`src/rtl/uart_rx_param.sv`:
```
// Oversampling UART receiver: configurable data width, parity and stop bits.
// Emits a one-cycle ready strobe with the word and per-frame error flags.
`timescale 1ns/1ps
module uart_rx_param #(
  parameter int BAUD_DIV   = 27,
  parameter int OVERSAMPLE = 16,
  parameter int DATA_BITS  = 8,
  parameter int PARITY     = 0,
  parameter int STOP_BITS  = 1
) (
  input  logic                 clk,
  input  logic                 rst_n,
  input  logic                 s_in,
  output logic                 ready,
  output logic [DATA_BITS-1:0] data,
  output logic                 parity_err,
  output logic                 frame_err,
  output logic                 busy
);
  localparam int DIV_W = (BAUD_DIV > 1) ? $clog2(BAUD_DIV) : 1;
  localparam int OS_W  = $clog2(OVERSAMPLE);
  localparam int BIT_W = 4;

  localparam logic [DIV_W-1:0] DIV_LAST  = DIV_W'(BAUD_DIV - 1);
  localparam logic [OS_W-1:0]  OS_HALF   = OS_W'(OVERSAMPLE / 2 - 1);
  localparam logic [OS_W-1:0]  OS_LAST   = OS_W'(OVERSAMPLE - 1);
  localparam logic [BIT_W-1:0] DATA_LAST = BIT_W'(DATA_BITS - 1);
  localparam logic [BIT_W-1:0] STOP_LAST = BIT_W'(STOP_BITS - 1);

  typedef enum logic [2:0] {
    IDLE, START, DATA, PARITY_BIT, STOP, WAIT_IDLE
  } state_t;

  state_t               state_q, state_d;
  logic                 sync1_q, rx_q;
  logic [DIV_W-1:0]     div_q, div_d;
  logic [OS_W-1:0]      os_q, os_d;
  logic [BIT_W-1:0]     bit_q, bit_d;
  logic [DATA_BITS-1:0] sh_q, sh_d;
  logic                 perr_int_q, perr_int_d;
  logic                 ferr_int_q, ferr_int_d;
  logic                 ready_q, ready_d;
  logic [DATA_BITS-1:0] data_q, data_d;
  logic                 parity_err_q, parity_err_d;
  logic                 frame_err_q, frame_err_d;
  logic                 tick;

  // Odd mode flags an even count of ones over data+parity; even mode the reverse.
  function automatic logic parity_bad(input logic [DATA_BITS-1:0] d, input logic p);
    logic odd_ones;
    odd_ones = ^{d, p};
    return (PARITY == 1) ? ~odd_ones : odd_ones;
  endfunction

  assign tick = (div_q == DIV_LAST);

  always_comb begin
    state_d      = state_q;
    div_d        = tick ? '0 : div_q + DIV_W'(1);
    os_d         = os_q;
    bit_d        = bit_q;
    sh_d         = sh_q;
    perr_int_d   = perr_int_q;
    ferr_int_d   = ferr_int_q;
    ready_d      = 1'b0;
    data_d       = data_q;
    parity_err_d = parity_err_q;
    frame_err_d  = frame_err_q;

    case (state_q)
      IDLE: begin
        // Restart the tick divider so the start bit is phase-aligned.
        if (!rx_q) begin
          state_d = START;
          os_d    = '0;
          div_d   = '0;
        end
      end
      START: begin
        if (tick) begin
          if (os_q == OS_HALF) begin
            if (rx_q) begin
              state_d = IDLE;
            end else begin
              state_d = DATA;
              os_d    = '0;
              bit_d   = '0;
            end
          end else begin
            os_d = os_q + OS_W'(1);
          end
        end
      end
      DATA: begin
        if (tick) begin
          if (os_q == OS_LAST) begin
            os_d = '0;
            sh_d = {rx_q, sh_q[DATA_BITS-1:1]};
            if (bit_q == DATA_LAST) begin
              bit_d      = '0;
              perr_int_d = 1'b0;
              ferr_int_d = 1'b0;
              state_d    = (PARITY != 0) ? PARITY_BIT : STOP;
            end else begin
              bit_d = bit_q + BIT_W'(1);
            end
          end else begin
            os_d = os_q + OS_W'(1);
          end
        end
      end
      PARITY_BIT: begin
        if (tick) begin
          if (os_q == OS_LAST) begin
            os_d       = '0;
            perr_int_d = parity_bad(sh_q, rx_q);
            state_d    = STOP;
          end else begin
            os_d = os_q + OS_W'(1);
          end
        end
      end
      STOP: begin
        if (tick) begin
          if (os_q == OS_LAST) begin
            os_d = '0;
            if (!rx_q) ferr_int_d = 1'b1;
            if (bit_q == STOP_LAST) begin
              bit_d        = '0;
              ready_d      = 1'b1;
              data_d       = sh_q;
              parity_err_d = perr_int_q;
              frame_err_d  = ferr_int_q | ~rx_q;
              state_d      = rx_q ? IDLE : WAIT_IDLE;
            end else begin
              bit_d = bit_q + BIT_W'(1);
            end
          end else begin
            os_d = os_q + OS_W'(1);
          end
        end
      end
      WAIT_IDLE: begin
        // Line held low after a bad stop bit: wait for it to rise before rearming.
        if (rx_q) state_d = IDLE;
      end
      default: state_d = IDLE;
    endcase
  end

  always_ff @(posedge clk) begin
    if (!rst_n) begin
      state_q      <= IDLE;
      sync1_q      <= 1'b1;
      rx_q         <= 1'b1;
      div_q        <= '0;
      os_q         <= '0;
      bit_q        <= '0;
      perr_int_q   <= 1'b0;
      ferr_int_q   <= 1'b0;
      ready_q      <= 1'b0;
      data_q       <= '0;
      parity_err_q <= 1'b0;
      frame_err_q  <= 1'b0;
    end else begin
      state_q      <= state_d;
      sync1_q      <= s_in;
      rx_q         <= sync1_q;
      div_q        <= div_d;
      os_q         <= os_d;
      bit_q        <= bit_d;
      perr_int_q   <= perr_int_d;
      ferr_int_q   <= ferr_int_d;
      ready_q      <= ready_d;
      data_q       <= data_d;
      parity_err_q <= parity_err_d;
      frame_err_q  <= frame_err_d;
    end
  end

  always_ff @(posedge clk) begin
    sh_q <= sh_d;
  end

  assign ready      = ready_q;
  assign data       = data_q;
  assign parity_err = parity_err_q;
  assign frame_err  = frame_err_q;
  assign busy       = (state_q != IDLE);
endmodule
```
`config.mk`:
```
export PLATFORM = sky130hd
export DESIGN_NAME = uart_rx_param
export DESIGN_NICKNAME = d
export VERILOG_FILES = /design/src/rtl/uart_rx_param.sv
export SDC_FILE = /design/constraint.sdc
export NUM_CORES = 1
export LEC_CHECK = 0
export ABC_AREA = 1
export CAP_MARGIN = 20
export CORE_MARGIN = 10
export CORE_UTILIZATION = 35
export DETAILED_ROUTE_END_ITERATION = 10
export GPL_ROUTABILITY_DRIVEN = 0
export PLACE_DENSITY_LB_ADDON = 0.25
export SETUP_SLACK_MARGIN = 0.15
export SYNTH_ARGS = -nofsm -noshare
export SYNTH_HDL_FRONTEND = slang
export SYNTH_SLANG_ARGS = --single-unit
```
`constraint.sdc`:
```
create_clock -name clk -period 3.24 [get_ports clk]
set_input_delay 0.486 -clock clk [delete_from_list [all_inputs] [get_ports clk]]
set_output_delay 0.486 -clock clk [all_outputs]
set_load 0.05 [all_outputs]
```
======== Word-level counts from Yosys, hierarchy flattened ========
Index checks and enable logic that the tools add are counted.
storage, ports and cells
  flip-flop bits (word level) ............. 39
  word-level logic and storage cells ...... 104
cells by class
  add/sub/neg operators ................... 3
  equality and inequality tests ........... 24
  mux-type cells .......................... 45
  bitwise operators ....................... 2
  reductions and logical operators ........ 17
operators by type and width
  cell                                                                   number
  4-bit two-way mux                                                      14
  3-bit two-way mux                                                      13
  2-bit != test, second input constant                                   14
  4-bit case mux with 3 select lines                                     2
  3-bit case mux with 6 select lines                                     1
  5-bit two-way mux                                                      3
  12-bit AND reduction                                                   1
  1-bit two-way mux                                                      9
  3-bit nonzero test                                                     3
  9-bit XOR reduction                                                    1
  4-bit by 1-bit adder with 4-bit output, second input constant          2
  4-bit by 3-bit equality test with 1-bit output, second input constant  2
  4-bit AND reduction                                                    2
  8-bit AND reduction                                                    1
  7-bit AND reduction                                                    1
  3-bit by 2-bit equality test with 1-bit output, second input constant  2
  3-bit equality test, second input constant                             2
  3-bit AND reduction                                                    2
  6-bit AND reduction                                                    1
  5-bit by 1-bit adder with 5-bit output, second input constant          1
  5-bit equality test, second input constant                             1
  4-bit equality test, second input constant                             1
  4-bit zero test                                                        1
  1-bit case mux with 2 select lines                                     2
  other kinds (8)                                                        9

======== Depth between registers and ports, before layout ========
  depth in word-level cells ............... 5
  depth in mapped cells ................... 12
  depth with buffers taken out ............ 12

======== Worst setup path after synthesis ========
No wires, ideal clock.
  path type ............................... reg-to-reg
  start point ............................. register os_q[0]
  end point ............................... register sh_q[0], enable pin
  library setup time ...................... 0.370 ns
  data arrival time ....................... 1.236 ns
  slack ................................... 1.634 ns
  cell stages (with the launch flop) ...... 6
  buffers on the path ..................... 0
  cell sequence ........................... dfxtp_1 ha_1 nand2_2 nor2_4 nand2_2 nor2_1
between the ends
  word-level cells in the longest chain between the ends .. 2
RTL lines
  element                        RTL line  text
  from (decl)                    37        logic [OS_W-1:0] os_q, os_d;
  from (signal assigned)         170       os_q <= os_d;
  4-bit equality test            96        if (os_q == OS_LAST) begin
  3-bit AND reduction (no line)  n/a
  to (signal assigned)           182       sh_q <= sh_d;
  to (decl)                      39        logic [DATA_BITS-1:0] sh_q, sh_d;
Every way passes these cells.
A chain may end at the register's enable or synchronous reset.

======== Final worst setup path ========
  start point ............................. register state_q[2]
  end point ............................... output port busy
between the ends
  word-level cells in the longest chain between the ends .. 1
RTL lines
  element                 RTL line  text
  from (decl)             34        state_t state_q, state_d;
  from (signal assigned)  166       state_q <= state_d;
  3-bit nonzero test      189       assign busy = (state_q != IDLE);
  to (decl)               18        output logic busy
Every way passes these cells.

==> results.cfg <==
[routing]
avgViaCountPerCell = 4.58
drtAntennaViolNets = 0
drtPass1Iterations = 4
drc = 0
routed_wl_um = 4290
dr.first_iter.drc_count = 84
wl_per_cell_um = 11.8
vias = 1671

[synthesis]
syn-cell-area_mm2 = 0.00199
synthArstFlopShare = 0
synthTopCellsByArea = dfxtp_1 (31%), nand2_1 (14%), edfxtp_1 (12%), inv_1 (5.8%), nor2_1 (4.9%)
synth_edf_count = 8
synthCells = 274
yosysSeqAreaShare = 0.432
yosys.area.top_type = dfxtp_1
synth_commonest_cells = nand2_1 (76), dfxtp_1 (31), inv_1 (31)
synthDistinctLibCells = 29
ys.flop_type = dfxtp_1
yosysWarnings = 0
synth-seq-cells = 39
synth_nets = 282
yosysTopAreaCellShare = 0.311
post-synth-top-count-cell = nand2_1
avgSynthCellArea_um2 = 7.27

[power_and_ir_drop]
finalPower_mw = 1.37
leakagePower_nw = 1.02
power_density_mw_per_mm2 = 592
vdd_ir_drop_max_uv = 300

[clock_network]
cts_setup_buffers = 0
htree_levels = 2
clockBufferDepth = 2
root_buffer = clkbuf_8
cts.reportedPaths.clkPinSlew_ns = 0.08
cts_buffers = 5
cts.sinks = 39
worstSkewPairLatency_ns = 0.30
cts_hold_buf = 0
tritoncts = yes
cts_resized = 0

[grt]
grt_pass1_vias = 1522
grt_use_total = 0.0966
grt_pass1_wl_um = 7080
grt_max_degree = 21
grt_overflow_total = 0
antenna_found_initial = 0

[die]
die_y_um = 95.5
start_util = 0.362
rows = 27
die_x_um = 95.5
coreArea_mm2 = 0.00551
ioPinCount = 15
dieArea_mm2 = 0.00911

[sta]
setup_tns_ns = 0
min_period_ns = 2.28
fmax_mhz = 439
worst_pin_slew_ns = 0.682
setup_violations = 0
whs_ns = 0.422
fin_worst_skew_ns = 0.00959
slew_viol_final = 0
rsz0062_at_grt = no
min_period_over_period = 0.703
relSlewSlack = 0.544
hold_violations = 0

[hold_path]
min-delay-start = sync1_q
min-delay-path-class = reg2reg

[placed_design]
port_buffers = 14
dpl-instance-area_mm2 = 0.00221
dpl.hpwl_um = 3130

[setup_path]
worst-path-buf-inv = 2
critPathSlowestCell = clkdlybuf4s50_1
critPathTopFamily = buffers and inverters
cp-end-kind = output pin
critPathMaxFanout = 6
setup.worst_path.class = reg2out
cp-start-kind = flip-flop
cp_cell_sequence = inv_2 > nand2_1 > clkdlybuf4s50_1
r2r-start = div_q[0]
arrival_ns = 1.79
crit_path_start = state_q[2]
crit_required_ns = 2.75
cpPeakStageDelay_ns = 0.82

[layout]
fin_area_mm2 = 0.00232
fin_nets = 300
syn_to_final_growth_pct = 16.4
layout-drive-gt1-share = 0.126
diodes = 0

[flow_run]
maxCapViolCount = 0

[status]
status = finished, final reports clean
-- final cells by class --
type	instances	area, um2
clock inverters	3	43.8
well taps	72	90.1
multi-input cells	192	960
inverters	38	143
flip-flops and latches	39	861
clock buffers	5	68.8
repair buffers	16	155
fillers	584	3190
-- cell families after synthesis --
logic type	Yosys count	share of synthesized area
AOI/OAI and AO/OA	43	0.121
xor gates and xnor gates	4	0.0176
adders and majority gates	5	0.0314
buffers and inverters	43	0.0866
DFF	39	0.432
and+or+nand+nor	140	0.312
-- metrics by stage --
stage / instances / worst slack, ns / utilization
final: 365 / 0.962 / 0.421
after global routing: 365 / 0.866 / 0.421
after CTS: 365 / 0.951 / 0.421
after detailed placement: 357 / 1.28 / 0.401
after global placement: 357 / 1.30 / 0.401
after floorplan: 274 / 1.63 / -
-- registers in the layout (all words and copies together), names as in the netlist --
| name | flops |
|---|---|
| data | 8 |
| os_q | 4 |
| perr_int_q | 1 |
| frame_err | 1 |
| parity_err | 1 |
| sync1_q | 1 |
| state_q | 3 |
| ready | 1 |
| ferr_int_q | 1 |
| bit_q | 4 |
| sh_q | 8 |
| rx_q | 1 |
| div_q | 5 |
-- worst paths after layout --
path	end	cells past startpoint	slack (ns)
worst max-delay path	busy	3	0.96
worst min-delay path	rx_q	1	0.42
worst max register to register	sh_q[4]	6	1.38
worst min register to register	rx_q	1	0.42
-- where the power goes --
group	switching (mW)	internal [mW]	total [mW]
logic	0.266	0.127	0.393
clock network	0.183	0.229	0.413
registers	0.0383	0.529	0.567
total	0.487	0.886	1.37
-- cells in the final DEF, fill, tap and decap left out, types with 6 or more instances in the layout --
master | synthesis | layout
o21ai_0 | 13 | 13
nand2_1 | 76 | 76
inv_2 | 7 | 7
nor2_1 | 26 | 26
nand3_1 | 14 | 14
edfxtp_1 | 8 | 8
dfxtp_1 | 31 | 31
a21oi_1 | 19 | 19
inv_1 | 31 | 31
nand2_2 | 6 | 6
clkdlybuf4s50_1 | 0 | 14
-- metal layers --
| layer | GRT usage | wire [um] | vias up |
|---|---|---|---|
| met5 | 0 | 0 | - |
| met4 | 0.0369 | 53 | 0 |
| met3 | 0.0259 | 139 | 4 |
| met2 | 0.153 | 1970 | 20 |
| met1 | 0.123 | 2130 | 739 |
| li1 | - | - | 908 |
-- worst register-to-register path, stage by stage, from the launching register on --
cell and delay, ns:
dfxtp_1 0.34, inv_1 0.06, ha_1 0.13, nand2_1 0.07
nor2_2 0.22, nand2_2 0.13, nor2_1 0.55
(Power assumes the default switching activity.)
